$ cat src/rtl/full_adder.sv
// Registered ripple-carry full adder, WIDTH bits wide, with its half-sum,
// generate and propagated-carry terms also registered onto the ports.
module full_adder #(
  parameter int unsigned WIDTH = 1
) (
  input  logic             clk,
  input  logic             rst,
  input  logic [WIDTH-1:0] a,
  input  logic [WIDTH-1:0] b,
  input  logic             c,
  output logic [WIDTH-1:0] f,
  output logic [WIDTH-1:0] m,
  output logic [WIDTH-1:0] n,
  output logic [WIDTH-1:0] s,
  output logic             cout
);

  logic [WIDTH-1:0] f_c;
  logic [WIDTH-1:0] m_c;
  logic [WIDTH-1:0] n_c;
  logic [WIDTH-1:0] s_c;
  logic             cout_c;
  logic             carry;

  // Ripple chain built from the f/m/n terms so the exposed terms stay exact.
  // A running scalar carry avoids a self-referencing carry vector.
  always_comb begin
    f_c   = a ^ b;
    m_c   = a & b;
    n_c   = '0;
    s_c   = '0;
    carry = c;
    for (int unsigned i = 0; i < WIDTH; i++) begin
      n_c[i] = f_c[i] & carry;
      s_c[i] = f_c[i] ^ carry;
      carry  = m_c[i] | n_c[i];
    end
    cout_c = carry;
  end

  // Output registers with synchronous, active-high clear.
  always_ff @(posedge clk) begin
    if (rst) begin
      f    <= '0;
      m    <= '0;
      n    <= '0;
      s    <= '0;
      cout <= 1'b0;
    end else begin
      f    <= f_c;
      m    <= m_c;
      n    <= n_c;
      s    <= s_c;
      cout <= cout_c;
    end
  end

endmodule

$ cat config.mk
export PLATFORM = sky130hd
export DESIGN_NAME = full_adder
export DESIGN_NICKNAME = d
export VERILOG_FILES = /design/src/rtl/full_adder.sv
export SDC_FILE = /design/constraint.sdc
export NUM_CORES = 1
export LEC_CHECK = 0
export CAP_MARGIN = 15
export CELL_PAD_IN_SITES_DETAIL_PLACEMENT = 0
export CELL_PAD_IN_SITES_GLOBAL_PLACEMENT = 1
export CORE_AREA = 5 5 42 44
export CTS_CLUSTER_DIAMETER = 150
export CTS_CLUSTER_SIZE = 40
export DETAILED_ROUTE_END_ITERATION = 8
export DIE_AREA = 0 0 47 49
export HOLD_SLACK_MARGIN = 0.08
export PLACE_DENSITY_LB_ADDON = 0.1
export SLEW_MARGIN = 20
export SYNTH_ARGS = -nofsm -noshare
export SYNTH_HDL_FRONTEND = slang
export SYNTH_SLANG_ARGS = --single-unit
$ cat constraint.sdc
create_clock -name clk -period 1.4 [get_ports clk]
set_clock_uncertainty 0.2 [all_clocks]
set_input_delay 0.28 -clock clk [delete_from_list [all_inputs] [get_ports clk]]
set_output_delay 0.28 -clock clk [all_outputs]
set_load 0.02 [all_outputs]
# Word-level counts from Yosys, hierarchy flattened
# Cells that the tools add are included.
[word_totals]
elab_cells = 10
register_bits = 5
input_bits = 5
output_inout_bits = 5
[op_classes]
bitwise = 5
[op_table]
columns = ["op", "n"]
rows = [
  ["$and 1x1->1", 2],
  ["$xor 1x1->1", 2],
  ["$or 1x1->1", 1],
]

# Depth between registers and ports, before layout
[depth]
ltp_word = 3
depth_mapped = 3
ltp_nobuf = 3

# Least setup slack after synthesis
# OpenSTA, ideal clock, no wires.
[synth_timing]
kind = "in2reg"
start = "in a"
end = "reg s"
path_slack_ns = 0.239
setup_ns = 0.114
path_stages = 2
n_path_buf = 0
required_ns = 1.086
t_arrival_ns = 0.847
cell_sequence = "fa_1 nor2b_1"
[synth_between]
elab_chain_cells = 2
[synth_rtl]
columns = ["item", "line_no", "source"]
rows = [
  ["from (decl)", "8", "input logic [WIDTH-1:0] a,"],
  ["$xor 1x1->1", "28", "f_c = a ^ b;"],
  ["$xor 1x1->1", "35", "s_c[i] = f_c[i] ^ carry;"],
  ["to (signal assigned)", "47", "s <= '0;"],
  ["to (signal assigned)", "53", "s <= s_c;"],
  ["to (decl)", "14", "output logic [WIDTH-1:0] s,"],
]
# No other way between the ends.
# A chain may end at the register's enable or synchronous reset.

# Worst setup path after layout
[layout_timing]
start = "reg s"
end = "out s"
# No word-level cell between the ends.

==> qor.csv <==
metric,value,unit
status,completed,
Synth Warn #,0,
fillcell total,177,
type of the worst setup path,reg -> out,
Synth cell types,4,
leakage dissipation,0.1501,nW
Startpoint Class,flop,
wire per inst,7.721,µm
routability congestion estimate,0.6235,
# IOs,10,
share of the synthesized area in the top cell type,56.74,%
fin nets,36,
setup repair after global routing missed its margin,no,
CTS max path bufs,2,
CP Buf/Inv Count,1,
CP Data Required Time,920,ps
Die Area,2303,µm²
"top cells by area, synth","dfxtp_1 57%, nor2b_1 18%, ha_1 14%, fa_1 11%",
crit path max fanout,1,
initial cell density of the core,12.59,%
"Hold Vio Cnt, Final",0,
grt ovf,0,
multi-input combinational cell area,76.32,µm²
layout cells sized above 1,14.81,%
DRC errors left,0,
Core Box Area,1401,µm²
Yosys top cell by area,dfxtp_1,
hold crit path type,in -> reg,
sequential-to-total area share from yosys stat,56.74,%
Clock Root Buffer,clkbuf_4,
worst-path cell chain,dlygate4sd2_1,
Sequential cell area,100.1,µm²
Syn Inst Count,13,
Avg Vias per Cell,3.000,
crit-path leading delay family,buffers and inverters,
setup TNS,0,ps
crit path capture type,primary output,
H-tree levels,1,
Final setup violation count,0,
"commonest non-fill, non-tap cells in the layout","8 x dlygate4sd2_1, 5 x nor2b_1, 5 x dfxtp_1",
Hold EP,m,
gr usage total,3.526,%
Mean Syn Cell Area,13.57,µm²
Slew @ Worst Pin,214.8,ps
# diodes,0,
Detail Route Antenna Nets,0,
drt initial violations,0,
largest net degree at the start of global routing,6,
clk sink count,5,
"CTS clk-pin slew, worst paths",40,ps
P per Cell Area,1186,nW/µm²
Area Overhead vs Synth,75.89,%
fin crit share,95.72,%
syn nets,21,
Max Cap Viol,0,
synthesized flop and latch total,5,
initial antenna violation count,0,
Hold Path Stages,3,
CP max stage cell,dlygate4sd2_1,
"most common cell after layout, fill and taps aside",dlygate4sd2_1,
CP peak stage delay,330,ps
die width,47,µm
first-pass GRT wire length,489,µm
drt first pass iters,1,
Relative slew margins,85.74,%
Max VDD drop,0.2403,mV
hold path start,a,
worst hold slack,377.1,ps
TritonCTS clock tree,done,
Mapped Area,176.4,µm²
Die Span Y,49,µm
FMAX,746.2,MHz
vias in the first global route,142,
row count,14,
max-slew violation count,0,
WL final,332,µm
Worst Path Arrival,860,ps
total number of vias,129,
IO buf count,9,
fin crit period,1340,ps
CTS Buf Count,3,
-- how the worst max path moves through the flow --
stage,from,to,slack [ps],cells after the start
global placement,a,n,-280,4
detailed placement,a,n,-280,4
floorplan,a,s,240,2
global route,m,m,20,1
CTS,m,m,40,1
finish,s,s,60,1
-- final cells by class --
| cell class | instances | area share (%) |
|---|---|---|
| multi-input combinational | 8 | 24.60 |
| timing repair buffer | 10 | 28.23 |
| clock buffer | 4 | 8.468 |
| tap | 16 | 6.452 |
| sequential | 5 | 32.26 |
-- logic make-up after synthesis --
logic type | count (synthesis) | synth area share [%]
simple gates | 5 | 17.73
flops | 5 | 56.74
fa+ha+maj | 3 | 25.53
-- cell usage after synthesis (all sizes together) --
| cell type | n |
|---|---|
| nor2b | 5 |
| ha | 2 |
| dfxtp | 5 |
| fa | 1 |
-- per-stage QoR --
step / worst slack, ps / area [µm²] / cells / utilization (%) / total power, mW
after floorplan: 239.2 / 176.4 / 13 / - / 0.1825
after global placement: -283.6 / 294.0 / 39 / 20.98 / 0.2225
after detailed placement: -283.8 / 294.0 / 39 / 20.98 / 0.2234
after CTS: 37.60 / 310.3 / 43 / 22.14 / 0.3791
after global routing: 23.97 / 310.3 / 43 / 22.14 / 0.3869
final: 59.92 / 310.3 / 43 / 22.14 / 0.3679
-- repair_timing --
| item | CTS | global route |
|---|---|---|
| gates resized for setup | 8 | 0 |
| setup endpoints to repair | 7 | 0 |
| hold buffers | 0 | 0 |
| endpoints found under the hold margin | 0 | 0 |
| setup buffers | 0 | 0 |
-- sequential cells by signal (all words and copies together) (netlist names) --
signal and count:
cout 1, f 1, m 1, n 1
s 1
-- power by group --
group          switching (mW)  internal (mW)
Clock                  0.0522          0.107
Sequential            0.00185          0.153
Combinational          0.0272         0.0264
Total                  0.0812          0.287
-- per-layer routing --
| layer | routed length [µm] | track usage [%] | vias to the layer above |
|---|---|---|---|
| li1 | - | - | 68 |
| met1 | 137 | 3.532 | 54 |
| met2 | 168 | 3.620 | 7 |
| met3 | 25 | 0 | 0 |
| met4 | 0 | 8.295 | 0 |
| met5 | 0 | 0 | - |
No activity file was read; power rests on OpenSTA's default activity.
